<file path="src/rtl/conc_stim_pkg.sv">
// Shared types and widths for the stimulus player that feeds the b14 core.
package conc_stim_pkg;

   localparam int unsigned WORD_W  = 32;
   localparam int unsigned OBS_BIT = 31;
   localparam int unsigned DATAI_W = 31;

   typedef enum logic [1:0] {
      ST_IDLE = 2'd0,
      ST_PLAY = 2'd1,
      ST_DONE = 2'd2
   } state_e;

endpackage

</file>
<file path="src/rtl/conc_stim_ram.sv">
// Program store: one synchronous write port, one asynchronous read port, no reset.
module conc_stim_ram
   import conc_stim_pkg::*;
#(
   parameter int unsigned DEPTH = 21,
   parameter int unsigned AW    = $clog2(DEPTH)
) (
   input  logic              clock,
   input  logic              wr_en,
   input  logic [AW-1:0]     wr_addr,
   input  logic [WORD_W-1:0] wr_data,
   input  logic [AW-1:0]     rd_addr,
   output logic [WORD_W-1:0] rd_data
);

   logic [WORD_W-1:0] mem [DEPTH];

   always_ff @(posedge clock) begin
      if (wr_en) mem[wr_addr] <= wr_data;
   end

   assign rd_data = mem[rd_addr];

endmodule

</file>
<file path="src/rtl/conc_stim_player.sv">
// Replays a preloaded program of 32-bit stimulus words into b14, one word per clock.
module conc_stim_player
   import conc_stim_pkg::*;
#(
   parameter int unsigned DEPTH = 21,
   parameter int unsigned AW    = $clog2(DEPTH)
) (
   input  logic               clock,
   input  logic               reset,
   input  logic               load_en,
   input  logic [AW-1:0]      load_addr,
   input  logic [WORD_W-1:0]  load_data,
   input  logic [AW:0]        length,
   input  logic               start,
   input  logic               stop,
   input  logic               loop_en,
   output logic [DATAI_W-1:0] datai,
   output logic               obs,
   output logic               out_valid,
   output logic [31:0]        pc,
   output logic               busy,
   output logic               done,
   output logic               load_err
);

   localparam int unsigned LW = AW + 1;
   localparam logic [LW-1:0] DEPTH_L = LW'(DEPTH);

   state_e            state;
   logic [AW-1:0]     rd_ptr;
   logic [LW-1:0]     len_q;
   logic [WORD_W-1:0] rd_word;
   logic [LW-1:0]     len_clamped_c;
   logic              last_c;
   logic              wr_en_c;

   assign len_clamped_c = (length > DEPTH_L) ? DEPTH_L : length;
   assign last_c        = ({1'b0, rd_ptr} == (len_q - LW'(1)));
   // Writes are only legal while the store is not being read out.
   assign wr_en_c       = load_en && (state != ST_PLAY) && ({1'b0, load_addr} < DEPTH_L);

   conc_stim_ram #(
      .DEPTH (DEPTH),
      .AW    (AW)
   ) u_ram (
      .clock   (clock),
      .wr_en   (wr_en_c),
      .wr_addr (load_addr),
      .wr_data (load_data),
      .rd_addr (rd_ptr),
      .rd_data (rd_word)
   );

   // Playback FSM, pointers and registered outputs.
   always_ff @(posedge clock or negedge reset) begin
      if (!reset) begin
         state     <= ST_IDLE;
         rd_ptr    <= '0;
         len_q     <= '0;
         datai     <= '0;
         obs       <= 1'b0;
         out_valid <= 1'b0;
         pc        <= '0;
         busy      <= 1'b0;
         done      <= 1'b0;
         load_err  <= 1'b0;
      end else begin
         out_valid <= 1'b0;
         load_err  <= load_en && (state == ST_PLAY);
         case (state)
            ST_IDLE, ST_DONE: begin
               if (start) begin
                  len_q  <= len_clamped_c;
                  rd_ptr <= '0;
                  pc     <= '0;
                  if (len_clamped_c == '0) begin
                     state <= ST_DONE;
                     busy  <= 1'b0;
                     done  <= 1'b1;
                  end else begin
                     state <= ST_PLAY;
                     busy  <= 1'b1;
                     done  <= 1'b0;
                  end
               end
            end
            ST_PLAY: begin
               if (stop) begin
                  state <= ST_IDLE;
                  busy  <= 1'b0;
                  done  <= 1'b0;
               end else begin
                  datai     <= rd_word[DATAI_W-1:0];
                  obs       <= rd_word[OBS_BIT];
                  out_valid <= 1'b1;
                  pc        <= pc + 32'd1;
                  if (last_c) begin
                     if (loop_en) begin
                        rd_ptr <= '0;
                     end else begin
                        state <= ST_DONE;
                        busy  <= 1'b0;
                        done  <= 1'b1;
                     end
                  end else begin
                     rd_ptr <= rd_ptr + AW'(1);
                  end
               end
            end
            default: begin
               state <= ST_IDLE;
               busy  <= 1'b0;
               done  <= 1'b0;
            end
         endcase
      end
   end

endmodule
</file>
<file path="config.mk">
export PLATFORM = sky130hd
export DESIGN_NAME = conc_stim_player
export DESIGN_NICKNAME = d
export VERILOG_FILES = /design/src/rtl/conc_stim_pkg.sv /design/src/rtl/conc_stim_ram.sv /design/src/rtl/conc_stim_player.sv
export SDC_FILE = /design/constraint.sdc
export NUM_CORES = 1
export LEC_CHECK = 0
export ABC_AREA = 1
export BUFFER_PORTS_ARGS = -buffer_cell sky130_fd_sc_hd__buf_2
export CORE_MARGIN = 2
export CORE_UTILIZATION = 30
export CTS_CLUSTER_SIZE = 40
export DETAILED_ROUTE_END_ITERATION = 7
export PLACE_DENSITY = 0.5
export SLEW_MARGIN = 20
export SYNTH_ARGS = -nofsm -noshare
export SYNTH_HDL_FRONTEND = slang
export SYNTH_SLANG_ARGS = --single-unit
</file>
<file path="constraint.sdc">
create_clock -name clock -period 3.89 [get_ports clock]
set_clock_uncertainty 0.05 [all_clocks]
set_input_delay 0.778 -clock clock [delete_from_list [all_inputs] [get_ports clock]]
set_output_delay 0.778 -clock clock [all_outputs]
set_load 0.005 [all_outputs]
</file>
---- Yosys cells after proc, flatten, opt, wreduce, memory -nomap -nowiden ----
Memory sizes are Yosys's and may differ from the RTL's. A register that Yosys moved wholly into a read port is not among the register bits.
Index checks and enable logic that the tools add are counted.
storage, ports and cells
  bits in registers ....................... 49
  memory bits (writable) .................. 672
  input port bits ......................... 49
  word-level logic and storage cells ...... 68
  memories kept ........................... 1
memory list
  memory     depth  bits a word  rd ports  clocked after Yosys merged registers in  write ports  RTL line             text
  u_ram.mem  21     32           1         1                                        1            conc_stim_ram.sv:16  logic [WORD_W-1:0] mem [DEPTH];
operators by class
  add/subtract/negate cells ............... 3
  magnitude comparators ................... 2
  equal/unequal tests ..................... 9
  muxes and demuxes ....................... 31
  bitwise gates (word level) .............. 1
  reduce and logical (&&, ||, !) cells .... 13
operator list
  operator               count
  $mux 32                2
  $pmux 32 s2            1
  $add 32x1->32 const B  1
  $mux 5                 4
  $mux 1                 14
  $mux 2                 5
  $pmux 5 s2             1
  $ne 3x3->1 const B     3
  $eq 5x6->1             1
  $gt 6x5->1 const B     1
  $logic_not 6->1        1
  $mux 6                 1
  $reduce_and 3->1       2
  $sub 6x1->6 const B    1
  $add 5x1->5 const B    1
  $lt 5x5->1 const B     1
  $ne 2x2->1 const B     2
  $pmux 1 s2             2
  $pmux 2 s2             1
  $reduce_and 2->1       2
  $reduce_and 4->1       1
  $logic_and 1x1->1      3
  $eq 2x1->1 const B     1
  $eq 2x2->1 const B     1
  other kinds (6)        6

---- Logic depth before layout (Yosys ltp) ----
  depth in word-level cells ............... 6
  gate-level depth with buffers ........... 13
  gate-level depth less buffers ........... 13

---- Modules after synthesis ----
A second synthesis with hierarchy kept.
unflattened totals
  cell total of the unflattened synthesis .. 3,202
  area, all modules ....................... 32,989.1 µm²
by module, submodules not included
  module            times used  cells each  area an instance (µm²)  sequential area each (µm²)
  conc_stim_ram     1           2,642       28,808.9                20,179.4
  conc_stim_player  1           560         4,180.3                 1,976.9

---- Worst setup path after synthesis ----
Ideal clock, no wire load.
  kind .................................... in2reg
  from .................................... in load_addr[0]
  to ...................................... mem u_ram.mem[10][0], enable pin
  library setup time ...................... 0.421 ns
  arrival ................................. 2.908 ns
  path slack .............................. 0.511 ns
  stages on the path ...................... 5
  buffers on the path ..................... 0
  cells stage by stage .................... nor2_1 -> inv_1 -> a31oi_1 -> nand4_1 -> nor2_1
on the way
  longest elaborated chain between the ends .. 4
ends and longest elaborated chain
  item                          RTL line                text
  start: declaration            conc_stim_player.sv:11  input logic [AW-1:0] load_addr,
  $lt 5x5->1                    conc_stim_player.sv:40  assign wr_en_c = load_en && (state != ST_PLAY) && ({1'b0, load_addr} < DEPTH_L);
  $logic_and 1x1->1             conc_stim_player.sv:40
  $mux 1                        conc_stim_ram.sv:19     if (wr_en) mem[wr_addr] <= wr_data;
  $mux 1 (not written as such)  conc_stim_ram.sv:19
  end: declaration              conc_stim_ram.sv:16
Parallel ways exist; a longest one is shown, timed or not.

---- Worst setup path after layout ----
  from .................................... reg state[1]
  to ...................................... mem u_ram.mem[18][7], enable pin
on the way
  longest elaborated chain between the ends .. 5
ends and longest elaborated chain
  item                             RTL line                text
  start: declaration               conc_stim_player.sv:29  state_e state;
  start signal: assignment         conc_stim_player.sv:57  state <= ST_IDLE;
  start signal: assignment         conc_stim_player.sv:77  state <= ST_DONE;
  start signal: assignment         conc_stim_player.sv:81  state <= ST_PLAY;
  $ne 2x1->1                       conc_stim_player.sv:40
  $logic_and 1x1->1 (2 in series)  conc_stim_player.sv:40
  $mux 1                           conc_stim_ram.sv:19
  $mux 1 (not written as such)     conc_stim_ram.sv:19
Every way passes these cells.

==> flow_metrics.env <==
export IMPL_cts_hold_buf=0
export IMPL_grt_max_degree=147
export IMPL_first_iter_violations=1948
export IMPL_fin_crit_ns=3.065
export IMPL_peakVddDrop_uv=326.5
export IMPL_ios=117
export IMPL_path_clk_slew_ns=0.06
export IMPL_p_int_w=0.01507
export IMPL_yosysSeqAreaShare_pct=72.46
export IMPL_critPathRequiredTime_ns=4.14
export IMPL_post_cts_buffers=0
export IMPL_clockPowerShare_pct=34.6
export IMPL_drv_slew=0
export IMPL_path_max_fanout=15
export IMPL_fp_dieArea_um2=104500
export IMPL_fmax_mhz=326.3
export IMPL_cts_root_buffer="clkbuf_16"
export IMPL_synth_top_area_share_pct=66.00
export IMPL_dr_pass1_iters=5
export IMPL_route_detailed_drc=0
export IMPL_final_area_um2=35770
export IMPL_cts_inserted_buffers=83
export IMPL_fp_dieW_um=323.2
export IMPL_synth_cell_types=38
export IMPL_via_per_inst=4.978
export IMPL_synthTopCellsByCount="672 x edfxtp_1, 542 x nor2_1, 351 x o21ai_0"
export IMPL_rows=117
export IMPL_rsz0062_at_grt="false"
export IMPL_grt_overflow=0
export IMPL_status="finished, final reports clean"
export IMPL_syn_area_per_cell_um2=12.04
export IMPL_diodes=0
export IMPL_p_leak_nw=12.26
export IMPL_hold_violations=0
export IMPL_post_drt_wl_per_cell_um=21.66
export IMPL_power_net_switching_w=0.007277
export IMPL_cts_max_path_buffers=3
export IMPL_end_kind="flip-flop"
export IMPL_cellPowerDensity_nw_per_um2=624.8
export IMPL_cts_tree="yes"
export IMPL_yosysMostFrequentCell="edfxtp_1"
export IMPL_vias=20320
export IMPL_relSlewSlack_pct=34.80
export IMPL_fin_hold_ws_ns=0.2259
export IMPL_combPwrFrac_pct=23.6
export IMPL_synth_fp_nets=2591
export IMPL_dp_hpwl_um=52390
export IMPL_io_buffers=116
export IMPL_cts_resized_gates=0
export IMPL_switching_share_pct=32.57
export IMPL_cp_start_kind="flip-flop"
export IMPL_yosysWarnings=0
export IMPL_syn_to_final_growth_pct=16.97
export IMPL_worst_slew_pin_slew_ns=0.9756
export IMPL_clock_sinks=751
export IMPL_htree_levels=3
export IMPL_gp_congestion=0.8630
export IMPL_antenna_found_initial=1
export IMPL_async_flop_share_pct=10.52
export IMPL_nNetsFinal=2698
export IMPL_synth_area_leaders="edfxtp_1 66%, nor2_1 6.7%, dfrtp_1 6.5%"
export IMPL_worstSkewPairLatency_ns=0.65
export IMPL_ys_ff_latch=751
export IMPL_first_global_vias=20060
export IMPL_synth_ff_type="edfxtp_1"
export IMPL_setup_tns_ns=0
export IMPL_placed_area_um2=33080
export IMPL_hold_path_class="in -> async"
export IMPL_initial_utilization_pct=30.14
export IMPL_wl_um=88430
export IMPL_setup_viol=0
export IMPL_drive_above_1_share_pct=12.86
export IMPL_global_route_usage_total_pct=16.76
export IMPL_finalPower_w=0.02235
export IMPL_chipHeight_um=323.2
export IMPL_syn_area_um2=30580
export IMPL_synth_edff_count=672
export IMPL_crit_type="reg -> reg"
export IMPL_synth_top_cell_by_area="edfxtp_1"
export IMPL_synthCells=2539
export IMPL_core_area_um2=101400
export IMPL_antenna_left=0
export IMPL_maxCapViolCount=0
export IMPL_grt_pass1_wl_um=131000
export IMPL_seqPwrFrac_pct=41.8
export IMPL_period_share_pct=78.78
export IMPL_cp_arrival_ns=3.32
==> per-layer routing <==
metal	routed length [um]	part of all wire, %	global-route usage [%]
met4	2500	2.8	5.240
met5	0	0	0
met3	4861	5.5	2.918
met2	42420	48	27.88
met1	38650	44	22.25
==> path summary, 6_finish.rpt <==
| kind | to | cells past startpoint | slack (ns) | from |
|---|---|---|---|---|
| hold / removal | pc[17] | 1 | 0.23 | reset |
| setup reg to reg | u_ram.mem[18][7] | 7 | 0.83 | state[1] |
| hold reg to reg | datai[25] | 2 | 0.43 | datai[25] |
| min in group clock | load_err | 3 | 0.31 | load_en |
| max in group asynchronous | datai[21] | 2 | 2.71 | reset |
| setup / recovery | u_ram.mem[18][7] | 7 | 0.83 | state[1] |
==> placed cells by master (no fill, tap or decap), drive strengths merged <==
cell      count
a21oi        29
o22ai        15
nor3b         1
bufinv        6
clkinv       35
o221ai       18
inv          67
o22a          7
nand2       267
edfxtp      672
nor2        547
ha            3
nor3         15
o21ai       363
clkbuf      105
nand4        16
xor2          6
xnor2         2
a21boi        9
dfrtp        79
a31oi         2
o21ba         1
or2          11
clkinvlp      7
nand3       136
buf         173
o211ai      122
==> power by group through the flow <==
stage	Sequential [W]	Clock, W	Combinational, W
floorplan	0.00935	0	0.00338
global placement	0.00949	0	0.00534
detailed placement	0.00949	0	0.00533
CTS	0.00933	0.00789	0.00535
global route	0.00936	0.00822	0.00590
finish	0.00933	0.00773	0.00528
==> cell type report <==
class | instances | area (um2)
clock buffer | 105 | 2201
clock inverter | 48 | 483.0
fill | 9929 | 65680
inverter | 67 | 265.3
multi-input combinational | 1570 | 7624
sequential | 751 | 22170
tap | 1368 | 1712
timing repair buffer | 173 | 1311
==> through the flow <==
stage          instances  setup WS, ns  utilization [%]
6_report            4082        0.8254            35.25
5_1_grt             4082        0.7222            35.25
4_1_cts             4082        0.8274            35.25
3_5_place_dp        3929        0.7769            32.61
3_3_place_gp        3929        0.7110            32.61
2_1_floorplan       2539        0.5112                -
==> state kept, by name, summed over array words and instances (netlist names) <==
signal	cells
u_ram.mem	672
pc	32
datai	31
len_q	6
rd_ptr	5
state	2
load_err	1
obs	1
out_valid	1
==> worst max-delay path: stages (launching register included) <==
cell	delay, ns
dfrtp_1	0.51
inv_1	0.09
nand2_1	0.23
nand3_1	0.20
a31oi_1	0.51
nand3_1	0.53
nor2_4	0.27
buf_4	0.32
==> kinds of logic (layout without fill, tap and decap cells) <==
family                     Yosys count  count (layout)  synth area share, %
xor gates and xnor gates             8               8               0.2292
and+or+nand+nor                    993             993                13.31
buffers and inverters              218             393                3.143
AOI/OAI and AO/OA                  566             566                10.73
DFF                                751             751                72.46
adders and majority gates            3               3               0.1228
No activity file was read; power rests on OpenSTA's default activity.
